`src/rtl/bcd_to_bin.sv`:
```
// Sequential BCD-to-binary converter using reverse double-dabble.
// One shift-and-correct iteration per clock; start/busy/done handshake.
module bcd_to_bin #(
  parameter int unsigned DIGITS = 2,
  parameter int unsigned BIN_W  = 7
) (
  input  logic                  clk,
  input  logic                  resetn,
  input  logic                  start,
  input  logic [4*DIGITS-1:0]   bcd_in,
  output logic [BIN_W-1:0]      bin_out,
  output logic                  busy,
  output logic                  done,
  output logic                  err
);

  localparam int unsigned BCD_W  = 4 * DIGITS;
  localparam int unsigned WORK_W = BCD_W + BIN_W;
  localparam int unsigned CNT_W  = $clog2(BIN_W + 1);

  localparam logic [0:0] S_IDLE = 1'b0;
  localparam logic [0:0] S_CONV = 1'b1;

  logic [0:0]        state, state_nx;
  logic [WORK_W-1:0] work, work_nx, work_step;
  logic [CNT_W-1:0]  cnt, cnt_nx;
  logic [BIN_W-1:0]  bin_nx;
  logic              busy_nx, done_nx, err_nx;
  logic              bad_digit;

  // Any nibble above 9 makes the request invalid.
  always_comb begin
    bad_digit = 1'b0;
    for (int d = 0; d < DIGITS; d++) begin
      if (bcd_in[4*d +: 4] > 4'd9) bad_digit = 1'b1;
    end
  end

  // One iteration: shift right, then pull 3 out of every BCD field that reached 8.
  always_comb begin
    work_step = work >> 1;
    for (int d = 0; d < DIGITS; d++) begin
      if (work_step[BIN_W + 4*d +: 4] >= 4'd8)
        work_step[BIN_W + 4*d +: 4] = work_step[BIN_W + 4*d +: 4] - 4'd3;
    end
  end

  always_comb begin
    state_nx = state;
    work_nx  = work;
    cnt_nx   = cnt;
    bin_nx   = bin_out;
    err_nx   = err;
    busy_nx  = busy;
    done_nx  = 1'b0;
    case (state)
      S_IDLE: begin
        busy_nx = 1'b0;
        if (start) begin
          if (bad_digit) begin
            bin_nx  = '0;
            err_nx  = 1'b1;
            done_nx = 1'b1;
          end else begin
            work_nx  = {bcd_in, {BIN_W{1'b0}}};
            cnt_nx   = CNT_W'(BIN_W);
            err_nx   = 1'b0;
            busy_nx  = 1'b1;
            state_nx = S_CONV;
          end
        end
      end
      S_CONV: begin
        work_nx = work_step;
        cnt_nx  = cnt - CNT_W'(1);
        busy_nx = 1'b1;
        if (cnt == CNT_W'(1)) begin
          bin_nx   = work_step[BIN_W-1:0];
          done_nx  = 1'b1;
          busy_nx  = 1'b0;
          state_nx = S_IDLE;
        end
      end
      default: begin
        busy_nx  = 1'b0;
        state_nx = S_IDLE;
      end
    endcase
  end

  always_ff @(posedge clk or negedge resetn) begin
    if (!resetn) begin
      state   <= S_IDLE;
      work    <= '0;
      cnt     <= '0;
      bin_out <= '0;
      busy    <= 1'b0;
      done    <= 1'b0;
      err     <= 1'b0;
    end else begin
      state   <= state_nx;
      work    <= work_nx;
      cnt     <= cnt_nx;
      bin_out <= bin_nx;
      busy    <= busy_nx;
      done    <= done_nx;
      err     <= err_nx;
    end
  end

endmodule

```
`config.mk`:
```
export PLATFORM = sky130hd
export DESIGN_NAME = bcd_to_bin
export DESIGN_NICKNAME = d
export VERILOG_FILES = /design/src/rtl/bcd_to_bin.sv
export SDC_FILE = /design/constraint.sdc
export NUM_CORES = 1
export LEC_CHECK = 0
export BUFFER_PORTS_ARGS = -buffer_cell sky130_fd_sc_hd__buf_2
export CAP_MARGIN = 20
export CORE_ASPECT_RATIO = 0.75
export CORE_MARGIN = 2
export CORE_UTILIZATION = 35
export CTS_CLUSTER_DIAMETER = 150
export DETAILED_ROUTE_END_ITERATION = 16
export PLACE_DENSITY = 0.68
export SLEW_MARGIN = 0
export SYNTH_ARGS = -nofsm -noshare
export SYNTH_HDL_FRONTEND = slang
export SYNTH_SLANG_ARGS = --single-unit
```
`constraint.sdc`:
```
create_clock -name clk -period 1.24 [get_ports clk]
set_input_delay 0.124 -clock clk [delete_from_list [all_inputs] [get_ports clk]]
set_output_delay 0.124 -clock clk [all_outputs]
set_load 0.01 [all_outputs]
```
# After elaboration in Yosys (flattened, before gate mapping)
# Index checks and enable logic that the tools add are counted.
dict set report op_classes {
  add_sub_neg 3
  n_lt_le_gt_ge 4
  eq_ne 5
  n_mux 22
  bitwise 1
  reduce_logical 3
}
# cell count
set op_table {}
lappend op_table {{15-bit 2-to-1 mux} 2}
lappend op_table {{15-bit case mux with 2 select lines} 1}
lappend op_table {{7-bit 2-to-1 mux} 3}
lappend op_table {{7-bit case mux with 2 select lines} 1}
lappend op_table {{4-bit > comparator, second input constant} 2}
lappend op_table {{1-bit 2-to-1 mux} 8}
lappend op_table {{4-bit 2-to-1 mux} 2}
lappend op_table {{3-bit 2-to-1 mux} 2}
lappend op_table {{2-bit != test, second input constant} 3}
lappend op_table {{3-bit case mux with 2 select lines} 1}
lappend op_table {{3-bit by 4-bit >= comparator with 1-bit output, second input constant} 1}
lappend op_table {{4-bit >= comparator, second input constant} 1}
lappend op_table {{1-bit case mux with 2 select lines} 2}
lappend op_table {{2-bit AND reduction} 2}
lappend op_table {{3-bit by 2-bit subtractor with 4-bit output, second input constant} 1}
lappend op_table {{4-bit by 2-bit subtractor with 4-bit output, second input constant} 1}
lappend op_table {{3-bit by 1-bit equality test with 1-bit output, second input constant} 1}
lappend op_table {{3-bit AND reduction} 1}
lappend op_table {{3-bit by 1-bit subtractor with 3-bit output, second input constant} 1}
lappend op_table {{2-bit by 1-bit != test with 1-bit output, second input constant} 1}
lappend op_table {{1-bit inverter} 1}
dict set report word_totals {
  regBits 28
  inputBits 11
}

# Logic depth before layout (Yosys ltp)
# Gate-level depths: netlist of run 1.
dict set report depth {
  depth_word 6
  depth_mapped 6
}

# Worst setup path after synthesis of run 1
# Ideal clock, no wire load.
dict set report synth_path {
  path_kind {register -> register}
  startpoint {reg state}
  endpoint {reg work[9]}
  t_arrival_ns 1.216
  required_time_ns 1.114
  setup_slack_ns -0.102
  stages_incl_launch_ff 5
  period_less_slack_ns 1.342
  path_cell_list {dfrtp_1 nor2b_1 and3_1 buf_2 a221o_1}
}
dict set report synth_between {
  elab_chain_len 3
  elab_cells_between_ends 5
  cone_classes {eq/ne: 2; mux: 1; bitwise: 1; reduce/logical: 1}
}
# item line
set synth_rtl {}
lappend synth_rtl {{from (decl)} 24} ;# logic [0:0] state, state_nx;
lappend synth_rtl {{from (signal assigned)} 101} ;# state <= state_nx;
lappend synth_rtl {{1-bit inverter (no source line)} -}
lappend synth_rtl {{2-bit != test (no source line)} -}
lappend synth_rtl {{2-bit AND reduction (no source line)} -}
lappend synth_rtl {{to (signal assigned)} 102} ;# work <= work_nx;
lappend synth_rtl {{to (decl)} 25} ;# logic [WORK_W-1:0] work, work_nx, work_step;
# Several ways; a longest one is shown, not always the timed one.
# A chain may end at the register's enable or synchronous reset.

# Worst setup path in the final report of run 1
dict set report layout_path {
  startpoint {reg work[8]}
  endpoint {reg work[8]}
}
dict set report layout_between {
  elab_chain_len 3
  elab_cells_between_ends 4
  cone_classes {add/sub: 1; order compare: 1; mux: 2}
}
# item line
set layout_rtl {}
lappend layout_rtl {{4-bit by 2-bit subtractor with 4-bit output or 4-bit >= comparator (tied branches)} {44, 43}}
lappend layout_rtl {{4-bit 2-to-1 mux *} 43} ;# if (work_step[BIN_W + 4*d +: 4] >= 4'd8)
lappend layout_rtl {{15-bit case mux with 2 select lines *} 56} ;# case (state)
# Every way passes the cells marked *; elsewhere a longest branch is shown, timed or not.

==> results.cfg, run 1 <==
[outcome]
status = finished, violations left
violations = negative setup slack

[logic_synthesis]
yosys_register_bits = 27
syn_avg_cell_area_um2 = 11.3
yosysWarnings = 0
synth_commonest_cells = 27 x dfrtp_1, 16 x nand2_1, 7 x a22o_1, 7 x inv_1, 7 x o21ai_1
synth-main-ff-cell = dfrtp_1
yosys-top-cells-area = dfrtp_1 55%, a22o_1 5.0%, a221o_1 4.9%, nand2_1 4.9%, ha_1 4.1%
synth_top_area_share_pct = 54.9
syn_nets = 124
yosysSeqAreaShare_pct = 54.9
ys_types = 28
yosysMostFrequentCell = dfrtp_1
synth-edff-count = 0
async_reset_ff_share_pct = 100
netlist_area_mm2 = 0.00123
postSynthCellCount = 109
synth_largest_area_cell = dfrtp_1

[setup_path]
cp_data_arrival_time_ns = 1.50
cp_max_fo = 4
start_kind = flop
cp_slowest_cell = dfrtp_1
path_class = flop to flop
reg2reg_to = work[8]
r2r_slack_ns = -0.09
required_ns = 1.41
critPathCaptureType = flop
crit_path_cell_trace = inv_2 > ha_4 > mux2i_1 > a21oi_1 > mux2_2
worstRegToRegCells = 5
cpPeakStageDelay_ns = 0.44
reg2reg_from = work[8]

[global_routing]
grt_max_degree = 28
top_usage_layer = met1
grt_first_pass_wirelength_um = 4020
grt_pass1_vias = 868
use_met2_pct = 18.0
grt_util_all_layers_pct = 13.0
gr-total-overflow = 0
grtUsageMet1_pct = 19.4
antenna_found_initial = 0
use_met3_pct = 4.38

[power]
power_density_mw_per_mm2 = 2070
ir_drop_mv = 0.987
total_power_w = 0.00323
p_leak_nw = 0.735

[die]
dieArea_mm2 = 0.00401
die_height_um = 55.3
io_pins = 21
start_util_pct = 36.9
die_w_um = 72.5
coreArea_mm2 = 0.00333
placementRows = 18

[cts]
root_buffer = clkbuf_8
cts_tree = done
clock-sinks = 27
numCtsBuffers = 3
clock_path_buffers = 2
htree_levels = 1
clock_latency_ns = 0.27
clk_pin_slew_ns = 0.10

[timing]
hold_viol_final = 0
fin_crit_sh_pct = 107
tightest_slew_ns = 0.606
maxSlewViolCount = 0
fin_skew_ns = 0.00647
setup_viol = 2
setup_ws_ns = -0.0867
whs_ns = 0.0804
max_freq_mhz = 754
slew_headroom_pct = 59.6
rsz0062_at_grt = yes
finalCriticalPeriod_ns = 1.33

[route]
drtAntennaViolNets = 0
wl_um = 2410
drc = 0
routedWlPerCell_um = 13.1
dr.pass1.iters = 5
vias = 933
viasPerCell = 5.07
drt_iter0_markers = 44

[min_path]
holdPathStages = 2
hp-start = bcd_in[0]
min_path_type = primary input to flop
whs_endpoint = work[7]

[finish]
nets = 160
diodes = 0
fillCellCount = 313
multiInputGateArea_um2 = 533
area_growth_pct = 27.3
drive_above_1_share_pct = 37.5
regArea_um2 = 677
post-route-cell-area_mm2 = 0.00157

[placement]
hpwl_um = 1660
place_area_mm2 = 0.00145
io_buffers = 20
gp_congestion = 0.758

[job]
maxCapViolCount = 0
worst max-delay path: cells and delay by family (launching register included):
kind / cells / cell delay, ns
adders and majority gates: 1 / 0.24
AOI/OAI and AO/OA: 1 / 0.08
DFF: 1 / 0.44
buffers and inverters: 1 / 0.08
muxes: 2 / 0.38
registers in the layout, summed over array words and instances, names as in the netlist:
register	flops
work	14
bin_out	7
cnt	3
done	1
err	1
state	1
layout by cell type, fill, tap and decap left out, types with 2 or more instances in the layout:
cell and count:
a22o_1 7, inv_1 4, dfrtp_1 26, o21ai_4 2, buf_2 20, a221o_1 6
buf_6 2, nand2_1 16, a21oi_1 2, a311oi_1 4, o21ai_1 7, inv_2 3
ha_2 2, buf_4 13, mux2i_1 3, nor2_1 5, clkbuf_8 3
worst max path at each step:
| stage | cells after the start | start | to | slack [ns] |
|---|---|---|---|---|
| after floorplan | 5 | work[8] | work[8] | -0.01 |
| after global placement | 5 | work[9] | work[8] | -0.02 |
| after detailed placement | 5 | work[9] | work[8] | -0.10 |
| after CTS | 5 | work[9] | work[8] | -0.05 |
| after global routing | 5 | work[8] | work[8] | -0.14 |
| final | 5 | work[8] | work[8] | -0.09 |
where the power goes:
| group | switching [W] | leakage [nW] | internal, W | total (W) |
|---|---|---|---|---|
| sequential | 0.000245 | 0.347 | 0.00120 | 0.00144 |
| combinational | 0.000604 | 0.367 | 0.000678 | 0.00128 |
| clock | 0.000280 | 0.0217 | 0.000228 | 0.000508 |
| total | 0.00113 | 0.735 | 0.00210 | 0.00323 |
routing by layer:
layer	vias to the layer above	part of all wire, %	wire length [µm]
li1	457	-	-
met1	454	51	1230
met2	20	44	1060
met3	2	3.9	95
met4	0	0.71	17
met5	-	0	0
cell families (layout without fill, tap and decap cells):
| family | count (synthesis) | after routing | synth area share, % |
|---|---|---|---|
| AO/OA/AOI/OAI | 32 | 32 | 22.1 |
| multiplexers | 4 | 4 | 3.36 |
| AND/OR/NAND/NOR | 28 | 28 | 10.3 |
| buffers and inverters | 12 | 47 | 3.87 |
| XOR/XNOR | 2 | 2 | 1.42 |
| flip-flops | 27 | 27 | 54.9 |
| adder cells (fa/ha/maj) | 4 | 4 | 4.07 |
area by class of cell:
class | count | share of cell area [%]
Tap cell | 40 | 3.20
Inverter | 7 | 1.68
Clock buffer | 3 | 2.64
Timing Repair Buffer | 36 | 14.7
Multi-Input combinational cell | 70 | 34.1
Sequential cell | 27 | 43.2
Clock inverter | 1 | 0.480
per-stage QoR:
stage | worst slack, ns | utilization [%] | setup TNS [ns] | instances
global placement | -0.0205 | 43.6 | -0.0316 | 176
floorplan | -0.0124 | - | -0.0212 | 109
CTS | -0.0548 | 46.2 | -0.108 | 183
finish | -0.0867 | 47.0 | -0.152 | 184
global route | -0.136 | 47.0 | -0.312 | 184
detailed placement | -0.100 | 43.6 | -0.133 | 176
repair_timing:
item,4_1_cts,5_1_grt
endpoints found under the hold margin,27,0
hold buffers,1,0
resized for setup,2,9
setup buffers,2,1
endpoints found under the setup margin,2,19
pin swaps,1,6
(Power assumes the default switching activity.)
==> run 2: changes to the inputs <==
--- a/config.mk
+++ b/config.mk
@@ -12,7 +12,7 @@
 export CORE_UTILIZATION = 35
 export CTS_CLUSTER_DIAMETER = 150
 export DETAILED_ROUTE_END_ITERATION = 16
-export PLACE_DENSITY = 0.68
+export PLACE_DENSITY = 0.66
 export SLEW_MARGIN = 0
 export SYNTH_ARGS = -nofsm -noshare
 export SYNTH_HDL_FRONTEND = slang
==> constraint.sdc (replaced) <==
create_clock -name clk -period 1.65 [get_ports clk]
set_input_delay 0.165 -clock clk [delete_from_list [all_inputs] [get_ports clk]]
set_output_delay 0.165 -clock clk [all_outputs]
set_load 0.01 [all_outputs]
==> run 2 against run 1 <==
Compared with the run above:
- the flow now finishes without violations
- via count decreased by 6.4%
- die area did not move
- largest power group unchanged
- critical path type unchanged
- register-to-register slack improved by 0.36 ns
- cell count fell by 6.0%
- cell area decreased by 7.7%
- global-route usage is 0.19 points higher
- fmax decreased by 3.3%
- worst setup slack improved by 0.36 ns
- combinational power shrank 34%
- critical path depth shrank 2
- routed wire length decreased by 2.6%
==> results.cfg, run 2 (same netlist as run 1, synthesis figures left out) <==
[outcome]
status = finished clean

[timing]
fin_crit_sh_pct = 83.1
fin_skew_ns = 0.00279
setup_ws_ns = 0.278
rsz0062_at_grt = no
tightest_slew_ns = 0.577
slew_headroom_pct = 61.6
whs_ns = 0.124
setup_viol = 0
max_freq_mhz = 729
maxSlewViolCount = 0
finalCriticalPeriod_ns = 1.37
setup_tns_ns = 0
hold_viol_final = 0

[setup_path]
cp_max_fo = 8
path_class = flop to flop
start_kind = flop
crit_buf_inv = 0
cp_num_cells = 3
crit_path_start = state
critPathTopFamily = compound AO/OA/AOI/OAI gates
cp_data_arrival_time_ns = 1.52
r2r_slack_ns = 0.28
reg2reg_from = state
worstRegToRegCells = 3
required_ns = 1.80
critPathCaptureType = flop
crit_path_cell_trace = nor2b_1 > a21boi_2 > o21ai_1
cp_slowest_cell = dfrtp_1
cpPeakStageDelay_ns = 0.44

[route]
drc = 0
vias = 873
wl_um = 2340
routedWlPerCell_um = 13.5
drtAntennaViolNets = 0
drt_iter0_markers = 65
dr.pass1.iters = 4
viasPerCell = 5.05

[finish]
layout_commonest_cell = dfrtp_1
final_core_util_pct = 43.4
diodes = 0
drive_above_1_share_pct = 24.8
largest_register_ffs = 14
regMostFlops = work
fillCellCount = 330
regArea_um2 = 676
final_cell_mix = 27 x dfrtp_1, 20 x buf_2, 16 x nand2_1
multiInputGateArea_um2 = 507
nets = 149
area_growth_pct = 17.5
largestRegisters = work x14, bin_out x7, cnt x3

[cts]
root_buffer = clkbuf_8
numCtsBuffers = 3
cts_tree = done
htree_levels = 1
clk_pin_slew_ns = 0.09
clock-sinks = 27
clock_latency_ns = 0.27
postCtsResizedCells = 0
clock_path_buffers = 2

[die]
die_w_um = 72.5
placementRows = 18
start_util_pct = 36.9
coreArea_mm2 = 0.00333
dieArea_mm2 = 0.00401
die_height_um = 55.3
io_pins = 21

[placement]
post-place-ws_ns = 0.293
hpwl_um = 1740
io_buffers = 20
gp_congestion = 0.833

[min_path]
hp-start = bcd_in[4]
min_path_type = primary input to flop
holdPathStages = 2

[global_routing]
grt_pass1_vias = 892
grt_first_pass_wirelength_um = 4100
gr-total-overflow = 0
grt_max_degree = 28
antenna_found_initial = 0
grt_util_all_layers_pct = 13.1

[power]
swShare_pct = 35.1
power.switching_w = 0.000799
p_clk_share_pct = 16.1
ir_drop_mv = 0.549
pwr-share-seq_pct = 46.9
p_int_w = 0.00148
p_comb_share_pct = 37.0
power_density_mw_per_mm2 = 1570
p_leak_nw = 0.689

[job]
maxCapViolCount = 0
[run 2: final timing paths]
kind | endpoint
worst max-delay path | bin_out[2]
worst min-delay path | work[11]
worst max register to register | bin_out[2]
worst min register to register | cnt[2]
max in group asynchronous | bin_out[6]
min in group asynchronous | work[11]
[run 2: final cells by class]
cell class,count,area share [%]
clock inverter,1,0.346
timing repair buffer,25,9.70
inverter,7,1.82
sequential,27,46.8
clock buffer,3,2.86
multi-input combinational,70,35.1
tap,40,3.46
[run 2: stage by stage]
step           total power (W)  instance area, µm²  instances
3_5_place_dp           0.00193                1390        168
5_1_grt                0.00248                1450        173
6_report               0.00228                1450        173
2_1_floorplan          0.00163                1230        109
4_1_cts                0.00230                1450        173
3_3_place_gp           0.00189                1390        168
[run 2: power by group through the flow]
stage / Clock [W] / Sequential, W / Combinational (W)
2_1_floorplan: 0 / 0.00109 / 0.000540
3_3_place_gp: 0 / 0.00107 / 0.000815
3_5_place_dp: 0 / 0.00108 / 0.000850
4_1_cts: 0.000378 / 0.00107 / 0.000855
5_1_grt: 0.000411 / 0.00111 / 0.000961
6_report: 0.000366 / 0.00107 / 0.000842
[run 2: repair_timing]
| item | CTS | global route |
|---|---|---|
| endpoints found under the setup margin | 0 | 0 |
| endpoints found under the hold margin | 27 | 0 |
| hold buffers | 1 | 0 |
| buffers inserted | 0 | 0 |
[run 2: layer usage]
| layer | vias up | track usage [%] | share of wire [%] |
|---|---|---|---|
| li1 | 435 | - | - |
| met1 | 414 | 17.6 | 50 |
| met2 | 22 | 20.6 | 44 |
| met3 | 2 | 4.38 | 5.0 |
| met4 | 0 | 3.17 | 0.47 |
| met5 | - | 0 | 0 |
